$ cat config.mk
export PLATFORM = sky130hd
export DESIGN_NAME = mdu_sched_flat
export DESIGN_NICKNAME = d
export VERILOG_FILES = /design/src/rtl/mdu_sched_if.sv /design/src/rtl/mdu_sched.sv /design/src/flat_wrapper.sv
export SDC_FILE = /design/constraint.sdc
export NUM_CORES = 1
export LEC_CHECK = 0
export CAP_MARGIN = 25
export CORE_AREA = 2 2 39 41
export DETAILED_ROUTE_END_ITERATION = 16
export DIE_AREA = 0 0 41 43
export PLACE_DENSITY = 0.66
export SYNTH_ARGS = -nofsm -noshare
export SYNTH_HDL_FRONTEND = slang
export SYNTH_SLANG_ARGS = --single-unit
export TNS_END_PERCENT = 30
$ cat constraint.sdc
create_clock -name clk -period 2.82 [get_ports clk]
set_input_delay 0.705 -clock clk [delete_from_list [all_inputs] [get_ports clk]]
set_output_delay 0.705 -clock clk [all_outputs]
set_load 0.02 [all_outputs]
$ cat src/rtl/mdu_sched_if.sv
// mdu_sched_if: E/D-stage request signals and multiply/divide datapath
// control signals for the MD issue/sequencing controller.
//   e_md_valid, e_md_op[2:0], e_div_zero  E-stage MD instruction and operand info
//   d_md_use                              D-stage holds an MD-class instruction
//   abort                                 synchronous cancel of the in-flight op
//   md_start, md_op[1:0]                  start pulse and op code to the datapath
//   busy, stall                           occupancy and F/D freeze
//   hi_we, lo_we, wb_src, rd_sel_hi       HI/LO write enables and mux selects
//   proto_err                             sticky protocol-violation flag
// The slave modport is the controller; the master modport is the pipeline side.
interface mdu_sched_if;
  logic       e_md_valid;
  logic [2:0] e_md_op;
  logic       e_div_zero;
  logic       d_md_use;
  logic       abort;
  logic       md_start;
  logic [1:0] md_op;
  logic       busy;
  logic       stall;
  logic       hi_we;
  logic       lo_we;
  logic       wb_src;
  logic       rd_sel_hi;
  logic       proto_err;

  modport slave (
    input  e_md_valid, e_md_op, e_div_zero, d_md_use, abort,
    output md_start, md_op, busy, stall, hi_we, lo_we, wb_src, rd_sel_hi, proto_err
  );

  modport master (
    output e_md_valid, e_md_op, e_div_zero, d_md_use, abort,
    input  md_start, md_op, busy, stall, hi_we, lo_we, wb_src, rd_sel_hi, proto_err
  );
endinterface

$ cat src/rtl/mdu_sched.sv
// mdu_sched: issue/sequencing controller for the HI/LO multiply/divide unit.
// Decodes the E-stage MD op, pulses md_start, counts a fixed unit latency,
// commits HI/LO in the last busy cycle and stalls D-stage MD instructions
// while the unit is occupied.
//   clk    rising-edge clock
//   reset  asynchronous, active-low reset
//   bus    mdu_sched_if.slave (see interface header for signal list)
// Parameters: MULT_CYC / DIV_CYC busy cycles (1..2^CNT_W-1), CNT_W counter width.
module mdu_sched #(
  parameter int unsigned MULT_CYC = 5,
  parameter int unsigned DIV_CYC  = 10,
  parameter int unsigned CNT_W    = 4
) (
  input  logic         clk,
  input  logic         reset,
  mdu_sched_if.slave   bus
);

  localparam logic [0:0] ST_IDLE = 1'b0;
  localparam logic [0:0] ST_RUN  = 1'b1;

  logic [0:0]       state_r;
  logic [CNT_W-1:0] cnt_r;
  logic             nz_r;
  logic             proto_err_r;

  logic             run_s;
  logic             md_start_s;
  logic             commit_s;
  logic             mt_ok_s;
  logic             hi_we_s;
  logic             lo_we_s;
  logic             wb_src_s;

  // Issue decode and HI/LO write-enable / source selection
  always_comb begin
    run_s      = (state_r == ST_RUN);
    md_start_s = bus.e_md_valid & ~bus.e_md_op[2] & ~run_s & ~bus.abort;
    // abort squashes the commit even when it lands on the last busy cycle
    commit_s   = run_s & (cnt_r == CNT_W'(1)) & ~bus.abort;
    mt_ok_s    = bus.e_md_valid & ~run_s & ~bus.abort;
    hi_we_s    = 1'b0;
    lo_we_s    = 1'b0;
    wb_src_s   = 1'b0;
    if (commit_s) begin
      // nz_r low means divide-by-zero: run the full latency, keep old HI/LO
      hi_we_s  = nz_r;
      lo_we_s  = nz_r;
      wb_src_s = 1'b1;
    end else if (mt_ok_s && (bus.e_md_op == 3'b110)) begin
      hi_we_s  = 1'b1;
    end else if (mt_ok_s && (bus.e_md_op == 3'b111)) begin
      lo_we_s  = 1'b1;
    end else begin
      hi_we_s  = 1'b0;
      lo_we_s  = 1'b0;
    end
  end

  assign bus.md_start  = md_start_s;
  assign bus.md_op     = bus.e_md_op[1:0];
  assign bus.busy      = run_s;
  assign bus.stall     = bus.d_md_use & (run_s | md_start_s);
  assign bus.hi_we     = hi_we_s;
  assign bus.lo_we     = lo_we_s;
  assign bus.wb_src    = wb_src_s;
  assign bus.rd_sel_hi = (bus.e_md_op == 3'b100);
  assign bus.proto_err = proto_err_r;

  // Sticky flag: any MD op presented in E while the unit is still running
  always_ff @(posedge clk or negedge reset) begin
    if (!reset) begin
      proto_err_r <= 1'b0;
    end else if (run_s && bus.e_md_valid) begin
      proto_err_r <= 1'b1;
    end else begin
      proto_err_r <= proto_err_r;
    end
  end

  // IDLE/RUN sequencing with latency countdown
  always_ff @(posedge clk or negedge reset) begin
    if (!reset) begin
      state_r <= ST_IDLE;
      cnt_r   <= {CNT_W{1'b0}};
      nz_r    <= 1'b0;
    end else begin
      case (state_r)
        ST_IDLE: begin
          if (md_start_s) begin
            state_r <= ST_RUN;
            cnt_r   <= bus.e_md_op[1] ? CNT_W'(DIV_CYC) : CNT_W'(MULT_CYC);
            nz_r    <= ~(bus.e_div_zero & bus.e_md_op[1]);
          end else begin
            state_r <= ST_IDLE;
          end
        end
        ST_RUN: begin
          // cnt_r==0 in RUN is unreachable; treated as completion to recover
          if (bus.abort || (cnt_r < CNT_W'(2))) begin
            state_r <= ST_IDLE;
            cnt_r   <= {CNT_W{1'b0}};
            nz_r    <= 1'b0;
          end else begin
            cnt_r   <= cnt_r - CNT_W'(1);
          end
        end
        default: begin
          state_r <= ST_IDLE;
          cnt_r   <= {CNT_W{1'b0}};
          nz_r    <= 1'b0;
        end
      endcase
    end
  end

endmodule

$ cat src/flat_wrapper.sv
// flat-port wrapper written by rule: the top's interface ports become plain ports
module mdu_sched_flat 
#(
  parameter int unsigned MULT_CYC = 5,
  parameter int unsigned DIV_CYC  = 10,
  parameter int unsigned CNT_W    = 4
)
  (clk, reset, bus_e_md_valid, bus_e_md_op, bus_e_div_zero, bus_d_md_use, bus_abort, bus_md_start, bus_md_op, bus_busy, bus_stall, bus_hi_we, bus_lo_we, bus_wb_src, bus_rd_sel_hi, bus_proto_err);
  mdu_sched_if bus_i ();
  input  logic clk;
  input  logic reset;
  input wire logic [$bits(bus_i.e_md_valid)-1:0] bus_e_md_valid;
  input wire logic [$bits(bus_i.e_md_op)-1:0] bus_e_md_op;
  input wire logic [$bits(bus_i.e_div_zero)-1:0] bus_e_div_zero;
  input wire logic [$bits(bus_i.d_md_use)-1:0] bus_d_md_use;
  input wire logic [$bits(bus_i.abort)-1:0] bus_abort;
  output wire logic [$bits(bus_i.md_start)-1:0] bus_md_start;
  output wire logic [$bits(bus_i.md_op)-1:0] bus_md_op;
  output wire logic [$bits(bus_i.busy)-1:0] bus_busy;
  output wire logic [$bits(bus_i.stall)-1:0] bus_stall;
  output wire logic [$bits(bus_i.hi_we)-1:0] bus_hi_we;
  output wire logic [$bits(bus_i.lo_we)-1:0] bus_lo_we;
  output wire logic [$bits(bus_i.wb_src)-1:0] bus_wb_src;
  output wire logic [$bits(bus_i.rd_sel_hi)-1:0] bus_rd_sel_hi;
  output wire logic [$bits(bus_i.proto_err)-1:0] bus_proto_err;
  assign bus_i.e_md_valid = bus_e_md_valid;
  assign bus_i.e_md_op = bus_e_md_op;
  assign bus_i.e_div_zero = bus_e_div_zero;
  assign bus_i.d_md_use = bus_d_md_use;
  assign bus_i.abort = bus_abort;
  assign bus_md_start = bus_i.md_start;
  assign bus_md_op = bus_i.md_op;
  assign bus_busy = bus_i.busy;
  assign bus_stall = bus_i.stall;
  assign bus_hi_we = bus_i.hi_we;
  assign bus_lo_we = bus_i.lo_we;
  assign bus_wb_src = bus_i.wb_src;
  assign bus_rd_sel_hi = bus_i.rd_sel_hi;
  assign bus_proto_err = bus_i.proto_err;
  mdu_sched #(.MULT_CYC(MULT_CYC), .DIV_CYC(DIV_CYC), .CNT_W(CNT_W)) u_core (.clk(clk), .reset(reset), .bus(bus_i));
endmodule
==> results.json, run 1 <==
{
  "yosysSeqAreaShare_pct": 39.3,
  "finalCritPeriodShare_pct": 98.4,
  "cts_setup_buffers": 0,
  "rows": 14,
  "final_max_slew_viol_count": 0,
  "drt_iter0_drc": 3,
  "ctsLongestPathBuffers": 2,
  "grt_first_pass_wirelength_um": 1790,
  "cts_resized": 7,
  "syn_nets": 58,
  "hold_violations": 0,
  "start_kind": "input port",
  "numCtsBuffers": 3,
  "syn_avg_cell_area_sq_um": 9.48,
  "synth_area_sq_um": 445,
  "hpwl_um": 911,
  "synth_edf_count": 0,
  "cp_max_fo": 3,
  "holdPathStages": 1,
  "n_antenna_cell": 0,
  "numPortBuffers": 18,
  "rrSetupSlack_ns": 1.36,
  "r2r-start": "u_core.bus.busy",
  "power_uw": 375,
  "power_density_mw_per_mm2": 529,
  "drt_wl_total_um": 1100,
  "rsz0062_at_grt": "yes",
  "clk_pin_slew_ns": 0.05,
  "vias_per_cell": 5.03,
  "min_from": "u_core.bus.proto_err",
  "yosys.area.top_type_share_pct": 39.3,
  "antenna_found_initial": 0,
  "r2r_end": "u_core.cnt_r[1]",
  "dr.pass1.iters": 2,
  "max_clock_freq_mhz": 361,
  "ys_warn_count": 0,
  "cap_violations": 0,
  "status": "finished, final reports clean",
  "routabilityCongestion": 0.834,
  "ys_async_sr_fraction_pct": 100,
  "ys.flop_type": "dfrtp_1",
  "die_h_um": 43,
  "synth_cell_types": 24,
  "drt-wirelength-per-cell_um": 12.1,
  "ctsHoldBuffers": 0,
  "clkSinkCount": 7,
  "ys_ff_latch": 7,
  "min_path_type": "flip-flop to flip-flop",
  "setup_violations": 0,
  "synth_common_cells": "dfrtp_1, nand2b_1, o21ai_0, inv_1, nor2_1",
  "num_vias": 458,
  "drive_gt1_share_pct": 20.0,
  "nets": 87,
  "grtUsageTotal_pct": 15.3,
  "start_util_pct": 32.2,
  "die_area_sq_mm": 0.00176,
  "leakage_uw": 0.000342,
  "area_growth_pct": 59.0,
  "coreArea_sq_mm": 0.00138,
  "synth_largest_area_cell": "dfrtp_1",
  "fin_crit_ns": 2.77,
  "worst_pin_slew_ns": 0.317,
  "grt_pass1_vias": 414,
  "synth_cells": 47,
  "cp.arrival_ns": 2.07,
  "synth_top_cells_by_area": "dfrtp_1, nand2b_1, ha_1",
  "tritoncts": "done",
  "io_pins": 19,
  "die_x_um": 41,
  "drtAntennaViolNets": 0,
  "drcViolationCount": 0,
  "yosysMostFrequentCell": "dfrtp_1",
  "placed_cells": 87,
  "peakVddDrop_mv": 0.446,
  "min_to": "u_core.bus.proto_err",
  "placed_cell_area_sq_um": 687,
  "critPathKind": "input port to output port",
  "clock-root-buffer": "clkbuf_4",
  "clk_latency_ns": 0.25,
  "grt_max_degree": 11,
  "htreeDepth": 1,
  "grt_overflow_total": 0,
  "cp-end-kind": "output port",
  "cp.required_ns": 2.12,
  "final_cell_area_sq_um": 708,
  "fin_skew_ns": 0.00109,
  "hold_slack_ns": 0.461,
  "slew_headroom_pct": 78.8,
  "tns_ns": 0,
  "instances_no_fill": 91,
  "r2r_cells": 5
}
## worst max-delay path, cell delays in order
cell and delay, ns:
clkdlybuf4s50_1 0.42, or4b_4 0.57, clkinv_4 0.07, clkdlybuf4s15_1 0.31
## worst max-delay path by stage
stage / start / end
after floorplan: bus_abort / bus_stall
after global placement: bus_abort / bus_stall
after detailed placement: bus_abort / bus_stall
after CTS: bus_abort / bus_md_start
after global routing: bus_abort / bus_md_start
final: bus_abort / bus_md_start
## report_power, final
part	leakage [uW]	switching, uW	total [uW]	internal [uW]
sequential	0.0000851	22.6	149	126
clock	0.0000150	37.8	91.8	54.0
combinational	0.000242	62.1	134	71.9
## area by class of cell
type,instances,area (sq um)
timing repair buffer,27,243
sequential,7,175
inverter,4,20.0
clock buffer,4,26.3
fill,133,676
tap,16,20.0
multi-input combinational,33,224
## through the flow
stage               util, %  setup WS [ns]
floorplan                 -          0.525
global placement       49.6         -0.335
detailed placement     49.6         -0.330
CTS                    51.3        0.00138
global route           51.2       -0.00514
finish                 51.2         0.0465
## layer usage
metal / up-vias / track usage [%] / share of wire, %
met5: - / 0 / 0
met4: 0 / 4.00 / 0.63
met3: 2 / 10.5 / 6.8
met2: 9 / 20.6 / 48
met1: 221 / 19.6 / 44
li1: 226 / - / -
## registers in the layout, summed over array words and instances, names as in the netlist
name and cells:
u_core.nz_r 1, u_core.bus.proto_err 1, u_core.bus.busy 1, u_core.cnt_r 4
## logic make-up after synthesis
group | synth area share, %
AND/OR/NAND/NOR | 23.3
adder cells (fa/ha/maj) | 5.62
buffers and inverters | 10.4
AO/OA/AOI/OAI | 21.4
flip-flops | 39.3
## placed cells by master, fill, tap and decap left out, drive strengths merged
cell type      synthesis  final
nor3                   1      1
o311ai                 1      1
o2bb2ai                2      2
o21ai                  5      5
dlymetal6s2s           0      1
o221a                  1      1
buf                    3     10
or3                    1      1
a21o                   1      1
clkdlybuf4s50          0     12
o21a                   1      1
inv                    3      3
clkdlybuf4s15          0      2
dfrtp                  7      7
clkbuf                 0      4
nand4                  1      1
ha                     2      2
dlygate4sd2            0      2
or4b                   1      1
clkinv                 1      1
nand3                  2      2
o221ai                 1      1
and3                   1      1
nand2                  2      2
nand2b                 5      5
nor2b                  1      1
a22o                   1      1
nor2                   3      3
No activity file was read; power rests on OpenSTA's default activity.
==> inputs of run 2 (changes only) <==
--- a/config.mk
+++ b/config.mk
@@ -9,7 +9,8 @@
 export CORE_AREA = 2 2 39 41
 export DETAILED_ROUTE_END_ITERATION = 16
 export DIE_AREA = 0 0 41 43
-export PLACE_DENSITY = 0.66
+export PLACE_DENSITY = 0.76
+export SETUP_SLACK_MARGIN = 0.05
 export SYNTH_ARGS = -nofsm -noshare
 export SYNTH_HDL_FRONTEND = slang
 export SYNTH_SLANG_ARGS = --single-unit
==> constraint.sdc (replaced) <==
create_clock -name clk -period 2.8 [get_ports clk]
set_input_delay 0.7 -clock clk [delete_from_list [all_inputs] [get_ports clk]]
set_output_delay 0.7 -clock clk [all_outputs]
set_load 0.02 [all_outputs]
==> run 2 against run 1 <==
Non-clock buffer count stayed put. Power grew 1.8%. Routed wire length up 5.8%. Sequential power barely moved. Global-route usage decreased by 0.20 points. Combinational power about the same. First-iteration DRC count down 33%. Die area stayed put. Flip-flop and latch count stayed put. Setup slack improved by 0.015 ns.
==> results.json, run 2 (synthesis gave the netlist of run 1 again) <==
{
  "status": "finished, final reports clean",
  "hold_violations": 0,
  "min_path_type": "flip-flop to flip-flop",
  "tritoncts": "done",
  "slowest_delay_ns": 0.42,
  "nets": 87,
  "cp_max_fo": 4,
  "clkPwrFrac_pct": 24.5,
  "numPortBuffers": 18,
  "multi_input_area_sq_um": 224,
  "clkSinkCount": 7,
  "drtAntennaViolNets": 0,
  "path_cells": "clkdlybuf4s50_1 -> buf_4 -> nor2b_1 -> nand4_1 -> o21ai_0 -> clkdlybuf4s15_1",
  "cp.arrival_ns": 2.04,
  "n_antenna_cell": 0,
  "drt-wirelength-per-cell_um": 12.8,
  "mostFrequentLayoutCells": "clkdlybuf4s50_1, buf_4, dfrtp_1, nand2b_1, o21ai_0",
  "power_density_mw_per_mm2": 543,
  "rsz0062_at_grt": "yes",
  "dr.pass1.iters": 4,
  "slew_headroom_pct": 77.1,
  "die_x_um": 41,
  "final_common_cell": "clkdlybuf4s50_1",
  "cts_setup_buffers": 0,
  "clk_pin_slew_ns": 0.05,
  "hpwl_um": 937,
  "start_util_pct": 32.2,
  "worst_pin_slew_ns": 0.343,
  "final_max_slew_viol_count": 0,
  "area_growth_pct": 57.6,
  "regMostFlops": "u_core.cnt_r",
  "coreArea_sq_mm": 0.00138,
  "switching_share_pct": 33.5,
  "hold_slack_ns": 0.457,
  "p_int_uw": 254,
  "drt_wl_total_um": 1170,
  "setup_ws_ns": 0.0617,
  "routabilityCongestion": 0.775,
  "largest_register_ffs": 4,
  "drive_gt1_share_pct": 22.7,
  "io_pins": 19,
  "leakage_uw": 0.000326,
  "die_h_um": 43,
  "drt_iter0_drc": 2,
  "grt_pass1_vias": 446,
  "cp.required_ns": 2.10,
  "comb_power_share_pct": 35.8,
  "peakVddDrop_mv": 0.400,
  "power_switching_uw": 128,
  "cpMaxStageDelayCell": "clkdlybuf4s50_1",
  "numCtsBuffers": 3,
  "grt_overflow_total": 0,
  "cap_violations": 0,
  "antenna_found_initial": 0,
  "drcViolationCount": 0,
  "max_clock_freq_mhz": 365,
  "num_vias": 464,
  "grtUsageTotal_pct": 15.1,
  "setup_violations": 0,
  "ctsLongestPathBuffers": 2,
  "fin_skew_ns": 0.00570,
  "grt_max_degree": 11,
  "fin_crit_ns": 2.74,
  "htreeDepth": 1,
  "cp-end-kind": "output port",
  "power.share.sequential_pct": 39.7,
  "clk_latency_ns": 0.26,
  "grt_first_pass_wirelength_um": 1790,
  "finalCritPeriodShare_pct": 97.8,
  "rows": 14,
  "dp_slack_ns": -0.353,
  "fill_cells": 133,
  "start_kind": "input port",
  "critPathKind": "input port to output port",
  "vias_per_cell": 5.10,
  "clock-root-buffer": "clkbuf_4",
  "seq_area_sq_um": 175,
  "die_area_sq_mm": 0.00176,
  "power_uw": 381
}
## run 2: worst paths after layout
check	from	end	slack, ns	cells past startpoint
worst min register to register	u_core.bus.proto_err	u_core.bus.proto_err	0.46	1
worst max-delay path	bus_abort	bus_hi_we	0.06	6
min in group asynchronous	reset	u_core.cnt_r[3]	0.71	1
max in group asynchronous	reset	u_core.cnt_r[0]	1.83	1
worst min-delay path	u_core.bus.proto_err	u_core.bus.proto_err	0.46	1
worst max register to register	u_core.bus.busy	u_core.cnt_r[1]	1.33	5
## run 2: per-stage QoR
step                      setup TNS (ns)  util [%]  area [sq um]  std cells
final                                  0      50.7           702         91
after global routing            -0.00314      50.7           702         91
after CTS                              0      51.0           706         91
after detailed placement           -1.25      49.6           687         87
after global placement             -1.09      49.6           687         87
after floorplan                        0         -           445         47
## run 2: metal layers
metal / vias up / GRT usage (%) / wire (um)
met2: 9 / 22.5 / 601
li1: 226 / - / -
met1: 227 / 18.6 / 510
met4: 0 / 6.00 / 4
met3: 2 / 6.28 / 51
met5: - / 0 / 0
## run 2: final cells by class
class	count	share of cell area, %
Multi-Input combinational cell	33	31.9
Inverter	4	2.85
Clock buffer	4	3.74
Tap cell	16	2.85
Sequential cell	7	25.0
Timing Repair Buffer	27	33.7
## run 2: timing repair
item	CTS	global route
hold endpoints to repair	0	0
hold buffers	0	0
endpoints found under the setup margin	6	2
resized for setup	12	3
## run 2: critical path: cells and delay by family
kind / cells / cell delay (ns)
buffers and inverters: 3 / 0.91
and+or+nand+nor: 2 / 0.32
AOI/OAI and AO/OA: 1 / 0.11
## run 2: power groups by stage
stage	Sequential, uW	Combinational [uW]	Clock [uW]
finish	151	137	93.6
global route	154	151	104
CTS	151	137	97.8
detailed placement	152	138	0
global placement	150	135	0
floorplan	149	86.4	0
